--- src/rtl/uart_core.sv ---
// Full-duplex 8N1 UART: independent TX and RX FSMs on one clock with a fixed baud divider.
// Define UART_PARITY_EN to insert/check an even-parity bit after D7 (11-bit frames).
module uart_core #(
    parameter int INPUT_FREQ = 5_000_000,
    parameter int BAUD_RATE  = 115200
) (
    input  logic       clk,
    input  logic       reset,
    input  logic       rxd,
    output logic       txd,
    output logic [7:0] rx_data,
    output logic       received_data_intr,
    input  logic [7:0] tx_data,
    input  logic       send_data,
    output logic       busy
);
    localparam int CLKS_PER_BIT = (INPUT_FREQ + BAUD_RATE/2) / BAUD_RATE;
    localparam int HALF_BIT     = CLKS_PER_BIT / 2;
    localparam int CW           = $clog2(CLKS_PER_BIT);
    localparam logic [CW-1:0] BIT_LAST  = CW'(CLKS_PER_BIT - 1);
    localparam logic [CW-1:0] HALF_LAST = CW'(HALF_BIT - 1);

    typedef enum logic [2:0] {
        S_IDLE,
        S_START,
        S_DATA,
`ifdef UART_PARITY_EN
        S_PAR,
`endif
        S_STOP
    } state_t;

    // ---------------- transmitter ----------------
    state_t        tx_st_q;
    logic [CW-1:0] tx_cnt_q;
    logic [2:0]    tx_bit_q;
    logic [7:0]    tx_sh_q;
    logic          txd_q, busy_q;
`ifdef UART_PARITY_EN
    logic          tx_par_q;
`endif

    always_ff @(posedge clk or negedge reset) begin
        if (!reset) begin
            tx_st_q  <= S_IDLE;
            tx_cnt_q <= '0;
            tx_bit_q <= '0;
            tx_sh_q  <= '0;
            txd_q    <= 1'b1;
            busy_q   <= 1'b0;
`ifdef UART_PARITY_EN
            tx_par_q <= 1'b0;
`endif
        end else if (tx_st_q == S_IDLE) begin
            if (send_data) begin
                tx_sh_q  <= tx_data;
                tx_st_q  <= S_START;
                tx_cnt_q <= '0;
                txd_q    <= 1'b0;
                busy_q   <= 1'b1;
`ifdef UART_PARITY_EN
                tx_par_q <= ^tx_data;
`endif
            end
        end else if (tx_cnt_q != BIT_LAST) begin
            tx_cnt_q <= tx_cnt_q + 1'b1;
        end else begin
            tx_cnt_q <= '0;
            case (tx_st_q)
                S_START: begin
                    tx_st_q  <= S_DATA;
                    tx_bit_q <= '0;
                    txd_q    <= tx_sh_q[0];
                end
                S_DATA: begin
                    tx_sh_q  <= tx_sh_q >> 1;
                    tx_bit_q <= tx_bit_q + 3'd1;
                    if (tx_bit_q == 3'd7) begin
`ifdef UART_PARITY_EN
                        tx_st_q <= S_PAR;
                        txd_q   <= tx_par_q;
`else
                        tx_st_q <= S_STOP;
                        txd_q   <= 1'b1;
`endif
                    end else begin
                        txd_q <= tx_sh_q[1];
                    end
                end
`ifdef UART_PARITY_EN
                S_PAR: begin
                    tx_st_q <= S_STOP;
                    txd_q   <= 1'b1;
                end
`endif
                default: begin
                    // End of stop bit: a pending request starts the next frame with no idle gap.
                    if (send_data) begin
                        tx_sh_q <= tx_data;
                        tx_st_q <= S_START;
                        txd_q   <= 1'b0;
`ifdef UART_PARITY_EN
                        tx_par_q <= ^tx_data;
`endif
                    end else begin
                        tx_st_q <= S_IDLE;
                        txd_q   <= 1'b1;
                        busy_q  <= 1'b0;
                    end
                end
            endcase
        end
    end

    assign txd  = txd_q;
    assign busy = busy_q;

    // ---------------- receiver ----------------
    logic          rx_s1_q, rx_s2_q;
    state_t        rx_st_q;
    logic [CW-1:0] rx_cnt_q;
    logic [2:0]    rx_bit_q;
    logic [7:0]    rx_sh_q, rx_data_q;
    logic          rx_intr_q, rx_err_q;
`ifdef UART_PARITY_EN
    logic          rx_par_ok_q;
`endif

    // Synchronizer resets high so release never looks like a start bit.
    always_ff @(posedge clk or negedge reset) begin
        if (!reset) begin
            rx_s1_q <= 1'b1;
            rx_s2_q <= 1'b1;
        end else begin
            rx_s1_q <= rxd;
            rx_s2_q <= rx_s1_q;
        end
    end

    always_ff @(posedge clk or negedge reset) begin
        if (!reset) begin
            rx_st_q   <= S_IDLE;
            rx_cnt_q  <= '0;
            rx_bit_q  <= '0;
            rx_sh_q   <= '0;
            rx_data_q <= '0;
            rx_intr_q <= 1'b0;
            rx_err_q  <= 1'b0;
`ifdef UART_PARITY_EN
            rx_par_ok_q <= 1'b0;
`endif
        end else begin
            rx_intr_q <= 1'b0;
            case (rx_st_q)
                S_IDLE: begin
                    rx_cnt_q <= '0;
                    if (rx_err_q) begin
                        if (rx_s2_q) rx_err_q <= 1'b0;
                    end else if (!rx_s2_q) begin
                        rx_st_q <= S_START;
                    end
                end
                S_START: begin
                    if (rx_cnt_q == HALF_LAST) begin
                        rx_cnt_q <= '0;
                        rx_bit_q <= '0;
                        rx_st_q  <= rx_s2_q ? S_IDLE : S_DATA;
                    end else begin
                        rx_cnt_q <= rx_cnt_q + 1'b1;
                    end
                end
                default: begin
                    if (rx_cnt_q != BIT_LAST) begin
                        rx_cnt_q <= rx_cnt_q + 1'b1;
                    end else begin
                        rx_cnt_q <= '0;
                        case (rx_st_q)
                            S_DATA: begin
                                rx_sh_q  <= {rx_s2_q, rx_sh_q[7:1]};
                                rx_bit_q <= rx_bit_q + 3'd1;
`ifdef UART_PARITY_EN
                                if (rx_bit_q == 3'd7) rx_st_q <= S_PAR;
`else
                                if (rx_bit_q == 3'd7) rx_st_q <= S_STOP;
`endif
                            end
`ifdef UART_PARITY_EN
                            S_PAR: begin
                                rx_par_ok_q <= (rx_s2_q == ^rx_sh_q);
                                rx_st_q     <= S_STOP;
                            end
`endif
                            default: begin
                                rx_st_q <= S_IDLE;
`ifdef UART_PARITY_EN
                                if (rx_s2_q && rx_par_ok_q) begin
`else
                                if (rx_s2_q) begin
`endif
                                    rx_data_q <= rx_sh_q;
                                    rx_intr_q <= 1'b1;
                                end else begin
                                    rx_err_q <= !rx_s2_q;
                                end
                            end
                        endcase
                    end
                end
            endcase
        end
    end

    assign rx_data            = rx_data_q;
    assign received_data_intr = rx_intr_q;
endmodule

--- config.mk ---
export PLATFORM = sky130hd
export DESIGN_NAME = uart_core
export DESIGN_NICKNAME = d
export VERILOG_FILES = /design/src/rtl/uart_core.sv
export SDC_FILE = /design/constraint.sdc
export NUM_CORES = 1
export LEC_CHECK = 0
export BUFFER_PORTS_ARGS = -buffer_cell sky130_fd_sc_hd__buf_2
export CORE_ASPECT_RATIO = 2
export CORE_MARGIN = 3
export CORE_UTILIZATION = 53
export CTS_CLUSTER_SIZE = 16
export DETAILED_ROUTE_END_ITERATION = 10
export GPL_ROUTABILITY_DRIVEN = 0
export HOLD_SLACK_MARGIN = 0.12
export PLACE_DENSITY = 0.86
export SYNTH_ARGS = -nofsm -noshare
export SYNTH_HDL_FRONTEND = slang
export SYNTH_SLANG_ARGS = --single-unit
--- constraint.sdc ---
create_clock -name clk -period 1.89 [get_ports clk]
set_clock_uncertainty 0.2 [all_clocks]
set_input_delay 0.189 -clock clk [delete_from_list [all_inputs] [get_ports clk]]
set_output_delay 0.189 -clock clk [all_outputs]
set_load 0.05 [all_outputs]
==> impl_metrics.env, run 1 <==
export IMPL_synthToLayoutAreaGrowth_pct=25.1
export IMPL_ant_nets=0
export IMPL_rows=35
export IMPL_avgSynthCellArea_um2=11.8
export IMPL_instances_no_fill=327
export IMPL_overflow=0
export IMPL_yosys_area_top_type_share=0.480
export IMPL_cts_htree_levels=2
export IMPL_synth_distinct_cells=49
export IMPL_insertion_delay_ns=0.30
export IMPL_vdd_drop_max_mv=0.709
export IMPL_status="finished with violations"
export IMPL_ys_ff_latch=52
export IMPL_synth_area_um2=2550
export IMPL_worstSetupStartpointType="flop"
export IMPL_worst_hold_slack_ns=0.160
export IMPL_tightest_slew_ns=0.388
export IMPL_slew_headroom=0.739
export IMPL_cts_made_buffers=5
export IMPL_post_route_min_period_ns=1.89
export IMPL_cp_required_ns=1.93
export IMPL_clock_path_buffers=2
export IMPL_crit_path_end_kind="flop"
export IMPL_antennaDiodeCount=0
export IMPL_violations="negative setup slack"
export IMPL_synth_flop_cell="dfrtp_1"
export IMPL_grt_busiest_layer="met2"
export IMPL_grt_use_met3=0.0373
export IMPL_yosysWarnings=0
export IMPL_total_power_uw=3110
export IMPL_final_util=0.688
export IMPL_synth_edff_count=0
export IMPL_die_w_um=55.1
export IMPL_port_buffers=22
export IMPL_cp_arrival_ns=1.93
export IMPL_drive_gt1_frac=0.349
export IMPL_hold_viol_final=0
export IMPL_die_h_um=104
export IMPL_mostFrequentLayoutCells="49 x dfrtp_1, 22 x buf_2, 18 x inv_1, 16 x mux2_2, 14 x buf_4"
export IMPL_register_area_um2=1310
export IMPL_core_um2=4640
export IMPL_nNetsFinal=298
export IMPL_grt_max_degree=21
export IMPL_met2_usage=0.389
export IMPL_globalRouteMet1Util=0.227
export IMPL_place_inst=303
export IMPL_drt_total_wl_um=5740
export IMPL_worst_slack_ns=-0.000294
export IMPL_path_max_fanout=6
export IMPL_cts_tree="built"
export IMPL_grt_pass1_wl_um=9130
export IMPL_finalSetupTns_ns=-0.000294
export IMPL_die_area_um2=5740
export IMPL_avgViaCountPerCell=5.94
export IMPL_final_common_cell="dfrtp_1"
export IMPL_antenna_found_initial=0
export IMPL_cts_root_buf="clkbuf_8"
export IMPL_hpwl_um=3750
export IMPL_dr_first_iter_drc_count=42
export IMPL_post_route_period_util=1.00
export IMPL_vias=1941
export IMPL_drv_slew=0
export IMPL_path_clk_slew_ns=0.09
export IMPL_worstSetupPathType="flop to flop"
export IMPL_grt_pass1_vias=2032
export IMPL_multi_input_area_um2=1280
export IMPL_wire_per_inst_um=17.6
export IMPL_drc=0
export IMPL_yosysTopAreaCell="dfrtp_1"
export IMPL_yosysSeqAreaShare=0.511
export IMPL_synth_cells=217
export IMPL_synthTopCellsByArea="dfrtp_1 48%, ha_1 7.3%, mux2_2 7.1%, dfstp_2 3.1%, o21ai_0 2.7%"
export IMPL_p_leak_uw=0.00156
export IMPL_rsz0062_at_grt="true"
export IMPL_synth_fp_nets=244
export IMPL_grt_use_total=0.216
export IMPL_initial_core_util=0.550
export IMPL_hold_class="flop to flop"
export IMPL_finalSetupViolations=1
export IMPL_clock_sinks=52
export IMPL_fmaxAchievable_ghz=0.529
export IMPL_fill_cells=354
export IMPL_dr_pass1_iters=4
export IMPL_io_pins=23
export IMPL_async_flop_share=1.00
export IMPL_max_cap_violations=0
export IMPL_power_density_nw_per_um2=972
==> kinds of logic (layout without fill, tap and decap cells) <==
logic type	after synthesis	in the layout	share of synthesized area
compound gates	56	56	0.170
xor+xnor	6	6	0.0206
fa+ha+maj	15	15	0.0735
buf+inv	23	77	0.0377
flops	52	52	0.511
mux	18	18	0.0784
simple gates	47	48	0.109
==> registers in the layout, indices dropped and copies added (netlist names) <==
name                count
rx_data                 8
rx_sh_q                 8
tx_sh_q                 8
rx_cnt_q                6
tx_cnt_q                6
rx_bit_q                3
tx_bit_q                3
rx_st_q                 2
tx_st_q                 2
busy                    1
received_data_intr      1
rx_err_q                1
rx_s1_q                 1
rx_s2_q                 1
txd                     1
==> routing by layer <==
| metal | share of wire | routed length (um) |
|---|---|---|
| met4 | 0.036 | 205 |
| met5 | 0 | 0 |
| met1 | 0.37 | 2120 |
| met2 | 0.58 | 3330 |
| met3 | 0.016 | 94 |
==> worst paths after layout <==
path	from	to	slack (ns)	cells after the start
max reg2reg	tx_cnt_q[0]	tx_bit_q[0]	-0.0003	8
min	rx_s1_q	rx_s2_q	0.16	0
max in group asynchronous	reset	tx_cnt_q[1]	0.42	3
max	tx_cnt_q[0]	tx_bit_q[0]	-0.0003	8
min in group asynchronous	reset	txd	0.25	2
min reg2reg	rx_s1_q	rx_s2_q	0.16	0
==> synthesized netlist by cell type, types with 2 or more instances <==
| master | n |
|---|---|
| xor2_1 | 3 |
| and3_1 | 3 |
| o2bb2ai_1 | 3 |
| nand2b_1 | 3 |
| nor2b_1 | 2 |
| xnor2_1 | 3 |
| nor2_1 | 9 |
| ha_1 | 15 |
| or2_2 | 2 |
| clkbuf_1 | 2 |
| inv_1 | 18 |
| o21ai_0 | 14 |
| buf_2 | 2 |
| mux2i_1 | 2 |
| o22ai_1 | 7 |
| mux2_2 | 16 |
| a21oi_1 | 3 |
| a31oi_1 | 5 |
| and4bb_2 | 2 |
| nand3_1 | 7 |
| a2bb2oi_1 | 7 |
| dfstp_2 | 3 |
| a22oi_1 | 2 |
| dfrtp_1 | 49 |
| nand2_1 | 11 |
==> worst max-delay path: stages (launching register included) <==
cell and delay (ns):
dfrtp_1 0.39, inv_1 0.06, ha_2 0.20, nand4b_4 0.17, buf_6 0.18, nor4_4 0.26, buf_4 0.19, nand3_1 0.09
o21ai_1 0.08
==> through the flow <==
step / instance area [um^2] / setup slack, ns
final: 3200 / -0.000294
after global routing: 3200 / -0.0996
after CTS: 3050 / 0.00698
after detailed placement: 2810 / -0.0374
after global placement: 2810 / -0.000787
after floorplan: 2550 / 0.0231
==> report_power, final <==
group	leakage (uW)	switching [uW]	internal (uW)
Combinational	0.000835	586	479
Sequential	0.000675	132	1250
Clock	0.0000510	362	293
==> what timing repair did <==
action	CTS	global route
hold buffers	13	0
buffers inserted	0	2
endpoints found under the setup margin	9	38
hold endpoints to repair	65	0
pin swaps	0	5
resized for setup	3	25
gates cloned	0	1
==> layout make-up <==
class                   instances  area share
flip-flops and latches         52       0.408
well taps                      55      0.0215
clock buffers                   6      0.0258
repair buffers                 51       0.118
inverters                      18      0.0211
clock inverters                 2     0.00313
multi-input cells             143       0.402
(Power assumes the default switching activity.)
==> inputs of run 2 (changes only) <==
CORE_MARGIN = 2   (was 3)
==> impl_metrics.env, run 2 (synthesis gave the netlist of run 1 again) <==
export IMPL_nNetsFinal=300
export IMPL_ant_nets=0
export IMPL_cts_tree="built"
export IMPL_r2r_setup_slack_ns=-0.05
export IMPL_synthToLayoutAreaGrowth_pct=24.8
export IMPL_max_cap_violations=0
export IMPL_port_buffers=22
export IMPL_cts_htree_levels=2
export IMPL_avgViaCountPerCell=5.78
export IMPL_violations="negative setup slack"
export IMPL_cp_slowest_stage_delay_ns=0.38
export IMPL_cp_arrival_ns=1.97
export IMPL_fill_cells=358
export IMPL_p_leak_uw=0.00157
export IMPL_insertion_delay_ns=0.31
export IMPL_tightest_slew_ns=0.372
export IMPL_slew_headroom=0.752
export IMPL_path_clk_slew_ns=0.09
export IMPL_placed_area_um2=2820
export IMPL_core_um2=4640
export IMPL_r2r_end="tx_sh_q[3]"
export IMPL_mostFrequentLayoutCells="49 x dfrtp_1, 22 x buf_2, 18 x inv_1, 17 x buf_4, 16 x mux2_2"
export IMPL_clock_sinks=52
export IMPL_grt_max_degree=53
export IMPL_hold_viol_final=0
export IMPL_hold_end="rx_s2_q"
export IMPL_drv_slew=0
export IMPL_hold_class="flop to flop"
export IMPL_cp_required_ns=1.92
export IMPL_path_max_fanout=8
export IMPL_cts_made_buffers=5
export IMPL_finalSetupViolations=7
export IMPL_grt_use_total=0.212
export IMPL_initial_core_util=0.550
export IMPL_drt_total_wl_um=5460
export IMPL_cp_top_family="compound AO/OA/AOI/OAI gates"
export IMPL_hpwl_um=3420
export IMPL_fmaxAchievable_ghz=0.516
export IMPL_status="finished with violations"
export IMPL_r2r_cells=7
export IMPL_rows=35
export IMPL_grt_pass1_wl_um=8460
export IMPL_io_pins=23
export IMPL_power_density_nw_per_um2=960
export IMPL_worstSetupPathType="flop to flop"
export IMPL_vias=1902
export IMPL_final_util=0.687
export IMPL_die_area_um2=5430
export IMPL_grt_pass1_vias=1906
export IMPL_worst_slack_ns=-0.0462
export IMPL_antenna_found_initial=0
export IMPL_overflow=0
export IMPL_critPathBufInv=2
export IMPL_crit_path_end_kind="flop"
export IMPL_die_h_um=102
export IMPL_dr_pass1_iters=4
export IMPL_r2r_start="tx_cnt_q[0]"
export IMPL_dr_first_iter_drc_count=31
export IMPL_cts_root_buf="clkbuf_8"
export IMPL_rsz0062_at_grt="true"
export IMPL_vdd_drop_max_mv=0.887
export IMPL_drc=0
export IMPL_min_from="rx_s1_q"
export IMPL_post_route_min_period_ns=1.94
export IMPL_die_w_um=53.1
export IMPL_final_cell_area_um2=3190
export IMPL_post_route_period_util=1.02
export IMPL_wire_per_inst_um=16.6
export IMPL_worstSetupStartpointType="flop"
export IMPL_slowest_stage="dfrtp_1"
export IMPL_clock_path_buffers=2
export IMPL_antennaDiodeCount=0
export IMPL_final_common_cell="dfrtp_1"
export IMPL_drive_gt1_frac=0.358
export IMPL_hold_depth=0
export IMPL_path_cells="inv_1, ha_2, nand4b_4, o31ai_4, a21boi_4, buf_12, a2bb2oi_2"
run 2: cell count changes in the layout (fill, tap and decap cells not counted), moves of 2 or more:
cell / change
nand3_2: -2
o21ai_1: -4
buf_4: +3
o21ai_0: +3
dlygate4sd3_1: -2
nand3_1: +2
run 2: per-stage QoR:
stage               hold slack, ns  cells  power, uW  setup TNS (ns)  setup slack, ns
detailed placement         0.00365    302       2290          -0.610          -0.0876
global placement          -0.00194    302       2240               0           0.0238
finish                       0.162    329       3060          -0.193          -0.0462
CTS                          0.164    324       2950               0           0.0279
floorplan                   -0.307    217       1980               0           0.0231
global route                 0.166    329       3240          -0.989           -0.125
run 2: area by class of cell:
cell class	instances	area [um^2]	area share
Clock inverter	2	12.5	0.00392
Clock buffer	6	72.6	0.0228
Tap cell	55	68.8	0.0216
Timing Repair Buffer	53	399	0.125
Inverter	18	67.6	0.0212
Sequential cell	52	1310	0.409
Multi-Input combinational cell	143	1260	0.396
run 2: worst reg2reg max path: cells and delay by family, from the launching register on:
family,cells,cell delay (ns)
buf+inv,2,0.22
simple gates,1,0.17
flops,1,0.38
compound gates,3,0.69
fa+ha+maj,1,0.21
run 2: worst max path at each step:
stage / startpoint / endpoint / slack (ns) / depth (start not counted)
after floorplan: tx_cnt_q[0] / tx_sh_q[0] / 0.02 / 6
after global placement: rx_cnt_q[2] / rx_data[4] / 0.02 / 4
after detailed placement: rx_st_q[1] / rx_data[4] / -0.09 / 5
after CTS: tx_cnt_q[0] / tx_sh_q[1] / 0.03 / 6
after global routing: tx_cnt_q[0] / tx_sh_q[3] / -0.13 / 7
final: tx_cnt_q[0] / tx_sh_q[3] / -0.05 / 7
run 2: report_power, final:
group	internal (uW)	switching, uW
clock	259	360
combinational	489	567
sequential	1250	134
total	2000	1060
run 2: metal layers:
metal,vias to the layer above,global-route usage,wire (um)
met5,-,0,0
met1,972,0.253,2150
met2,22,0.357,3130
li1,902,-,-
met4,0,0.116,92
met3,6,0.0307,94
run 2: repair_timing:
item | in CTS | in global routing
hold buffers | 11 | 0
pin swaps | 1 | 4
setup buffers | 3 | 4
hold endpoints to repair | 65 | 0
gates resized for setup | 3 | 21
cloned | 0 | 1
endpoints found under the setup margin | 11 | 41
